--- config.mk ---
export PLATFORM = sky130hd
export DESIGN_NAME = imem_loader
export DESIGN_NICKNAME = d
export VERILOG_FILES = /design/src/rtl/imem_loader.sv
export SDC_FILE = /design/constraint.sdc
export NUM_CORES = 1
export LEC_CHECK = 0
export CORE_MARGIN = 2
export CORE_UTILIZATION = 34
export CTS_CLUSTER_SIZE = 25
export DETAILED_ROUTE_END_ITERATION = 16
export PLACE_DENSITY_LB_ADDON = 0.1
export SLEW_MARGIN = 10
export SYNTH_ARGS = -nofsm -noshare
export SYNTH_HDL_FRONTEND = slang
export SYNTH_SLANG_ARGS = --single-unit
--- constraint.sdc ---
create_clock -name clk -period 1.9 [get_ports clk]
set_clock_uncertainty 0.05 [all_clocks]
set_input_delay 0.57 -clock clk [delete_from_list [all_inputs] [get_ports clk]]
set_output_delay 0.57 -clock clk [all_outputs]
set_load 0.05 [all_outputs]
--- src/rtl/imem_loader.sv ---
// Program loader for the 16 x 32 instruction memory: assembles big-endian bytes
// into words, writes them to addresses 0..NUM_WORDS-1 and holds the CPU in reset meanwhile.
module imem_loader #(
    parameter int NUM_WORDS = 16,
    parameter int ADDR_W    = 4
) (
    input  logic              clk,
    input  logic              rst_n,
    input  logic              start,
    input  logic              byte_valid,
    input  logic [7:0]        byte_data,
    output logic              byte_ready,
    output logic              imem_we,
    output logic [ADDR_W-1:0] imem_waddr,
    output logic [31:0]       imem_wdata,
    output logic              loading,
    output logic              done,
    output logic              cpu_hold
);

    // state | meaning
    // IDLE  | waiting for start after reset
    // RECV  | collecting the four bytes of the current word
    // WRITE | one-cycle write strobe for the assembled word
    // DONE  | load complete, CPU released; start triggers a reload
    typedef enum logic [1:0] {IDLE, RECV, WRITE, DONE} state_t;

    localparam logic [ADDR_W-1:0] LAST_WORD = ADDR_W'(NUM_WORDS - 1);

    state_t              state_q;
    logic [ADDR_W-1:0]   word_cnt_q;
    logic [1:0]          byte_cnt_q;
    logic [23:0]         shreg_q;
    logic                byte_ready_q;
    logic                we_q;
    logic [ADDR_W-1:0]   waddr_q;
    logic [31:0]         wdata_q;
    logic                loading_q;
    logic                done_q;
    logic                hold_q;

    // Only the three older bytes need storing; the fourth is taken straight from byte_data.
    always_ff @(posedge clk or negedge rst_n) begin
        if (!rst_n) begin
            state_q      <= IDLE;
            word_cnt_q   <= '0;
            byte_cnt_q   <= '0;
            shreg_q      <= '0;
            byte_ready_q <= 1'b0;
            we_q         <= 1'b0;
            waddr_q      <= '0;
            wdata_q      <= '0;
            loading_q    <= 1'b0;
            done_q       <= 1'b0;
            hold_q       <= 1'b1;
        end else begin
            we_q <= 1'b0;
            case (state_q)
                IDLE, DONE: begin
                    if (start) begin
                        state_q      <= RECV;
                        word_cnt_q   <= '0;
                        byte_cnt_q   <= '0;
                        byte_ready_q <= 1'b1;
                        loading_q    <= 1'b1;
                        done_q       <= 1'b0;
                        hold_q       <= 1'b1;
                    end
                end
                RECV: begin
                    if (byte_valid) begin
                        shreg_q <= {shreg_q[15:0], byte_data};
                        if (byte_cnt_q == 2'd3) begin
                            state_q      <= WRITE;
                            byte_cnt_q   <= '0;
                            byte_ready_q <= 1'b0;
                            we_q         <= 1'b1;
                            waddr_q      <= word_cnt_q;
                            wdata_q      <= {shreg_q, byte_data};
                        end else begin
                            byte_cnt_q <= byte_cnt_q + 2'd1;
                        end
                    end
                end
                WRITE: begin
                    if (word_cnt_q == LAST_WORD) begin
                        state_q   <= DONE;
                        loading_q <= 1'b0;
                        done_q    <= 1'b1;
                        hold_q    <= 1'b0;
                    end else begin
                        state_q      <= RECV;
                        word_cnt_q   <= word_cnt_q + 1'b1;
                        byte_ready_q <= 1'b1;
                    end
                end
                default: state_q <= IDLE;
            endcase
        end
    end

    assign byte_ready = byte_ready_q;
    assign imem_we    = we_q;
    assign imem_waddr = waddr_q;
    assign imem_wdata = wdata_q;
    assign loading    = loading_q;
    assign done       = done_q;
    assign cpu_hold   = hold_q;

endmodule

Yosys cells after proc, flatten, opt, wreduce, memory -nomap -nowiden
Cells that the tools add are included.

Add/subtract/negate cells: 2. Equality and inequality tests: 10. Reduce and logical (&&, ||, !) cells: 11. Multiplexer cells: 25.

Operators with widths (count): 3-bit AND reduction (5); 2-bit two-way mux (7); 1-bit two-way mux (10); 2-bit != test, second input constant (5); 4-bit two-way mux (2); 4-bit case mux with 2 select lines (1); 2-bit == test, second input constant (3); 2-bit case mux with 3 select lines (1); 4-bit by 1-bit adder with 4-bit output, second input constant (1); 4-bit == test, second input constant (1); 1-bit case mux with 2 select lines (2); 2-bit case mux with 2 select lines (1); 4-bit AND reduction (1); 2-bit nonzero test (2); 1-bit case mux with 3 select lines (1); 2-bit by 1-bit adder with 2-bit output, second input constant (1); 2-bit by 1-bit == test with 1-bit output, second input constant (1); 2-bit zero test (1); 2-bit AND reduction (1); 2-bit OR reduction (1).

Input port bits: 12. Output and inout port bits: 41. Register bits: 73.

Longest topological paths before layout
Gate-level depths: netlist (run 1).

Depth in word-level cells: 4. Mapped depth: 7. Mapped depth without buffers: 5.

Worst setup path after synthesis (run 1)
Ideal clock, no wire load.

Path type: register -> register. Start point: reg state_q[0]. End point: reg state_q[1]. Arrival: 1.498 ns. Cell stages (with the launch flop): 8. Period minus slack after synthesis: 1.673 ns. Data required time: 1.725 ns. Path buffers: 2. Path slack: 0.227 ns. Cell sequence: dfrtp_1 -> inv_1 -> ha_1 -> buf_4 -> nand2b_1 -> buf_6 -> and3_4 -> mux2_4.

Word-level cells in the longest chain between the ends: 4.

Ends and longest elaborated chain: start, declared (RTL line 30) `state_t state_q;`; start signal, assigned (RTL line 45) `state_q <= IDLE;`; start signal, assigned (RTL line 61) `state_q <= RECV;`; start signal, assigned (RTL line 74) `state_q <= WRITE;`; 2-bit == test / 2-bit zero test (equally long branches) (RTL line 58) `case (state_q)`; 2-bit OR reduction (RTL line 58); 2-bit != test (no source line); 3-bit AND reduction (no source line).

Parallel ways exist; a longest one is shown, timed or not. A chain may end at the register's enable or synchronous reset.

Worst setup path in the final report (run 1)
Start point: reg state_q[1]. End point: reg wdata_q[18] (netlist: imem_wdata[18]).

Word-level cells in the longest chain between the ends: 2.

Ends and longest elaborated chain: 2-bit by 1-bit == test with 1-bit output (RTL line 58); 3-bit AND reduction (no source line); end signal, assigned (RTL line 79) `wdata_q <= {shreg_q, byte_data};`; end, declared (RTL line 37) `logic [31:0] wdata_q;`.

No other way between the ends.

==> results of run 1 <==
-- critical path, delay by kind of cell, from the launching register on --
kind / cells / cell delay, ns
and+or+nand+nor: 1 / 0.22
DFF: 1 / 0.42
adders and majority gates: 1 / 0.25
buffers and inverters: 2 / 0.33
muxes: 1 / 0.30
-- flip-flops by register name, indices dropped and copies added (netlist names) --
register / flops
cpu_hold: 1
shreg_q: 24
state_q: 2
imem_waddr: 4
done: 1
imem_wdata: 32
word_cnt_q: 4
byte_ready: 1
byte_cnt_q: 2
imem_we: 1
loading: 1
-- metal layers --
metal / vias up / track usage [%] / part of all wire [%]
met5: - / 0 / 0
met4: 0 / 6.01 / 1.7
met3: 9 / 2.88 / 3.8
met2: 38 / 16.8 / 43
met1: 905 / 18.4 / 52
li1: 870 / - / -
-- per-stage QoR --
| step | instances | setup WS (ns) |
|---|---|---|
| finish | 386 | 0.187 |
| global route | 386 | 0.0866 |
| CTS | 386 | 0.193 |
| detailed placement | 370 | -0.0941 |
| global placement | 370 | -0.0915 |
| floorplan | 206 | 0.227 |
-- final cells by class --
type                    instances  area, µm²
fillers                       796       4790
clock buffers                  10        128
flip-flops and latches         73       1830
multi-input cells             117       1170
well taps                     108        135
repair buffers                 65        613
clock inverters                 6        115
inverters                       7       26.3
-- worst max path at each step --
| stage | to | slack [ns] | cells past startpoint |
|---|---|---|---|
| 6_report | imem_wdata[18]$_DFFE_PN0P_ | 0.19 | 5 |
| 3_3_place_gp | imem_wdata[6]$_DFFE_PN0P_ | -0.09 | 4 |
| 5_1_grt | imem_waddr[1]$_DFFE_PN0P_ | 0.09 | 6 |
| 2_1_floorplan | state_q[1]$_DFFE_PN0P_ | 0.23 | 7 |
| 3_5_place_dp | state_q[1]$_DFFE_PN0P_ | -0.09 | 5 |
| 4_1_cts | imem_wdata[18]$_DFFE_PN0P_ | 0.19 | 5 |
-- report_power, final --
group	switching (mW)	total (mW)	internal [mW]
Clock	0.591	1.47	0.880
Combinational	1.98	3.53	1.56
Sequential	0.443	2.67	2.23
-- logic make-up (layout without fill, tap and decap cells) --
kind of cell / count (synthesis) / in the layout / share of synthesized area [%]
flops: 73 / 73 / 58.7
mux: 61 / 61 / 25.8
simple gates: 28 / 28 / 5.38
compound gates: 23 / 23 / 4.38
buf+inv: 16 / 88 / 3.77
fa+ha+maj: 5 / 5 / 2.01
-- placed cells by master (no fill, tap or decap), types with 5 or more instances in the layout --
cell type,instances
buf_12,8
o21ai_0,9
a21oi_1,6
dfrtp_1,72
clkdlybuf4s50_1,10
inv_1,7
mux2_2,27
buf_4,47
nand2_1,7
ha_1,5
clkbuf_8,9
mux2_4,32
==> results.py, run 1 <==
metrics = {
    "outcome": {
        "status": "finished, final reports clean",
    },
    "yosys": {
        "yosys.cell_count.top_type": "dfrtp_1",
        "synth_cell_types": 31,
        "synthesis.area_um2": 3120,
        "ys_ff_latch": 73,
        "synth_area_leaders": "dfrtp_1 (58%), mux2_4 (15%), mux2_2 (9.8%)",
        "syn_area_per_cell_um2": 15.1,
        "syn-num-nets": 223,
        "synth_ff_type": "dfrtp_1",
        "ys_warn_count": 0,
        "synth_edf_count": 0,
        "syn_inst": 206,
        "yosys.area.top_type": "dfrtp_1",
        "ys_top_cells_by_count": "dfrtp_1 (72), mux2_4 (32), mux2_2 (27)",
        "synth_seq_area_share_pct": 58.7,
        "netlist.area_leader.share_pct": 57.8,
        "synth-async-reset-ratio_pct": 100,
    },
    "routing": {
        "drtPass1Iterations": 4,
        "vias_per_cell": 4.72,
        "drcViolationCount": 0,
        "ant_nets": 0,
        "wl_mm": 5.70,
        "drt-initial-drc-count": 46,
        "post_drt_wl_per_cell_um": 14.8,
        "dr_total_vias": 1822,
    },
    "placement": {
        "gp_congestion": 0.775,
        "placed_cell_area_um2": 3770,
        "io_buffers": 52,
        "hpwlAfterDp_mm": 3.84,
    },
    "clock_network": {
        "cts_tree": "yes",
        "path_clk_slew_ns": 0.09,
        "root_buffer": "clkbuf_8",
        "numCtsBuffers": 9,
        "htree_levels": 3,
        "postCtsHoldBufs": 0,
        "clock_latency_ns": 0.34,
        "clockBufferDepth": 2,
        "clock_sinks": 73,
        "post-cts-setup-buffers": 0,
        "cts_resized": 0,
    },
    "final_layout": {
        "post-route-util_pct": 45.6,
        "layout-drive-gt1-share_pct": 49.6,
        "antenna_cells": 0,
        "final_nets": 290,
        "final_area_um2": 4020,
        "areaGrowthSynthToFinish_pct": 28.9,
    },
    "floorplan": {
        "die_y_um": 99.7,
        "die_w_um": 99.7,
        "start_util_pct": 35.4,
        "rows": 34,
        "die_area_um2": 9950,
        "ioPinCount": 53,
        "coreArea_um2": 8810,
    },
    "timing": {
        "whs_ns": 0.0525,
        "fmax_mhz": 584,
        "tns_ns": 0,
        "hold_violations": 0,
        "rsz0062_at_grt": "false",
        "slew_viol_final": 0,
        "setup-violations-final": 0,
        "tightest_slew_ns": 0.314,
        "fin_crit_sh_pct": 90.2,
        "fin_crit_ns": 1.71,
        "slew_headroom_pct": 79.0,
    },
    "worst_setup_path": {
        "critPathSlowestCell": "dfrtp_1",
        "endpoint_kind": "flip-flop",
        "slowest_delay_ns": 0.42,
        "critPathLaunchType": "flip-flop",
        "r2r_start": "state_q[1]$_DFFE_PN0P_",
        "worstPathArrival_ns": 1.88,
        "cp.required_ns": 2.07,
        "path_class": "reg -> reg",
        "startpoint": "state_q[1]$_DFFE_PN0P_",
        "worstRegToRegCells": 5,
        "path_cells": "inv_1 -> ha_1 -> nand3_2 -> buf_12 -> mux2_4",
        "reg2reg_slack_ns": 0.19,
        "cp_max_fo": 19,
        "reg2reg_to": "imem_wdata[18]$_DFFE_PN0P_",
    },
    "grt": {
        "antenna_found_initial": 0,
        "grt_pass1_vias": 1818,
        "gr-total-overflow": 0,
        "grt_max_degree": 36,
        "grt_pass1_wl_mm": 9.58,
        "grt_usage_pct": 12.4,
    },
    "job": {
        "cap_violations": 0,
    },
    "min_path": {
        "hold_class": "in -> async",
    },
    "pwr": {
        "peakVddDrop_v": 0.000827,
        "p_leak_nw": 1.98,
        "power_density_nw_per_um2": 1910,
        "power_mw": 7.67,
    },
}
No activity file was read; power rests on OpenSTA's default activity.
==> inputs of run 2 (changes only) <==
- CORE_MARGIN: 2 -> 1.5
==> run 2 against run 1 <==
Against the previous run:
- wire length up 1.4%
- non-clock buffer count down 2
- sequential power about the same
- die area down 2.0%
- clock power about the same
- sequential share of layout area up 0.17 points
- register-to-register slack better by 0.04 ns
- total power about the same
- fmax up 2.4%
- critical path depth unchanged
==> results.py, run 2 (synthesis results as in run 1) <==
metrics = {
    "clock_network": {
        "postCtsHoldBufs": 0,
        "htree_levels": 3,
        "post-cts-setup-buffers": 0,
        "root_buffer": "clkbuf_8",
        "clock_latency_ns": 0.35,
        "path_clk_slew_ns": 0.08,
        "clockBufferDepth": 2,
        "clock_sinks": 73,
        "numCtsBuffers": 9,
        "cts_resized": 0,
        "cts_tree": "yes",
    },
    "worst_setup_path": {
        "critPathSlowestCell": "ha_1",
        "reg2reg_slack_ns": 0.23,
        "r2r_start": "state_q[0]$_DFFE_PN0P_",
        "endpoint_kind": "flip-flop",
        "path_cells": "inv_1 -> ha_1 -> mux2_4 -> and2_4 -> o221ai_2",
        "cp.required_ns": 2.11,
        "worstRegToRegCells": 5,
        "worstPathArrival_ns": 1.88,
        "cp_max_fo": 8,
        "startpoint": "state_q[0]$_DFFE_PN0P_",
        "reg2reg_to": "word_cnt_q[3]$_DFFE_PN0P_",
        "slowest_delay_ns": 0.43,
        "path_class": "reg -> reg",
        "critPathLaunchType": "flip-flop",
        "cp-endpoint": "word_cnt_q[3]$_DFFE_PN0P_",
    },
    "final_layout": {
        "post-route-util_pct": 45.4,
        "layout_commonest_cell": "dfrtp_1",
        "final_cell_mix": "dfrtp_1 (72), buf_4 (45), mux2_4 (32)",
        "fillers": 825,
        "antenna_cells": 0,
        "layoutNonFillerInstCount": 384,
        "areaGrowthSynthToFinish_pct": 28.4,
        "final_area_um2": 4000,
        "layout-drive-gt1-share_pct": 49.3,
        "final_nets": 288,
        "largest_register_ffs": 32,
    },
    "grt": {
        "grt_usage_pct": 13.0,
        "grt_pass1_wl_mm": 9.75,
        "grt_pass1_vias": 1876,
        "gr-total-overflow": 0,
        "antenna_found_initial": 0,
        "grt_max_degree": 33,
    },
    "min_path": {
        "hold_class": "in -> async",
    },
    "timing": {
        "hold_violations": 0,
        "slew_viol_final": 0,
        "fin_ws_ns": 0.227,
        "fin_crit_ns": 1.67,
        "whs_ns": 0.0747,
        "rsz0062_at_grt": "false",
        "tns_ns": 0,
        "fin_crit_sh_pct": 88.0,
        "setup-violations-final": 0,
        "slew_headroom_pct": 76.9,
        "fmax_mhz": 598,
        "tightest_slew_ns": 0.347,
    },
    "placement": {
        "post-place-cells": 368,
        "io_buffers": 52,
        "place_ws_ns": -0.0860,
        "gp_congestion": 0.724,
        "placed_cell_area_um2": 3760,
        "hpwlAfterDp_mm": 3.84,
    },
    "routing": {
        "ant_nets": 0,
        "drcViolationCount": 0,
        "wl_mm": 5.78,
        "routed-wl-met2_mm": 2.58,
        "topRoutingLayerUsed": "met4",
        "vias_per_cell": 4.78,
        "met3WireLength_um": 232,
        "wl_met1_mm": 2.84,
        "drt-initial-drc-count": 45,
        "post_drt_wl_per_cell_um": 15.0,
        "drtPass1Iterations": 6,
        "dr_total_vias": 1835,
    },
    "pwr": {
        "power_density_nw_per_um2": 1920,
        "power_mw": 7.68,
        "peakVddDrop_v": 0.000808,
        "p_leak_nw": 1.97,
    },
    "floorplan": {
        "ioPinCount": 53,
        "coreArea_um2": 8810,
        "rows": 34,
        "die_w_um": 98.7,
        "die_area_um2": 9750,
        "start_util_pct": 35.4,
        "die_y_um": 98.7,
    },
    "job": {
        "cap_violations": 0,
    },
    "outcome": {
        "status": "finished, final reports clean",
    },
}
-- run 2: where the power goes --
part           leakage, nW  switching, mW  internal [mW]
clock                0.117          0.604          0.880
sequential           0.914          0.441           2.23
combinational        0.936           1.97           1.56
total                 1.97           3.02           4.66
-- run 2: layout make-up --
type / count / area (µm²) / area share (%)
flip-flops and latches: 73 / 1830 / 45.7
multi-input cells: 117 / 1170 / 29.3
repair buffers: 63 / 598 / 14.9
well taps: 108 / 135 / 3.38
clock buffers: 10 / 128 / 3.19
clock inverters: 6 / 115 / 2.88
inverters: 7 / 26.3 / 0.657
-- run 2: worst min path at each step --
stage,cells after the start,slack [ns],end
after floorplan,0,0.22,byte_cnt_q[0]$_DFFE_PN0P_
after global placement,2,0.43,imem_waddr[0]$_DFFE_PN0P_
after detailed placement,2,0.44,imem_waddr[0]$_DFFE_PN0P_
after CTS,1,0.07,byte_ready$_DFFE_PN0P_
after global routing,1,0.08,byte_ready$_DFFE_PN0P_
final,1,0.07,state_q[1]$_DFFE_PN0P_
-- run 2: worst max-delay path: cells and delay by family (launching register included) --
kind	cells	cell delay, ns
adder cells (fa/ha/maj)	1	0.43
flip-flops	1	0.38
multiplexers	1	0.34
AND/OR/NAND/NOR	1	0.17
AO/OA/AOI/OAI	1	0.15
buffers and inverters	1	0.06
-- run 2: per-layer routing --
layer	GRT usage (%)	up-vias
met2	18.2	39
met4	6.92	0
met3	3.33	10
met1	18.4	926
met5	0	-
li1	-	860
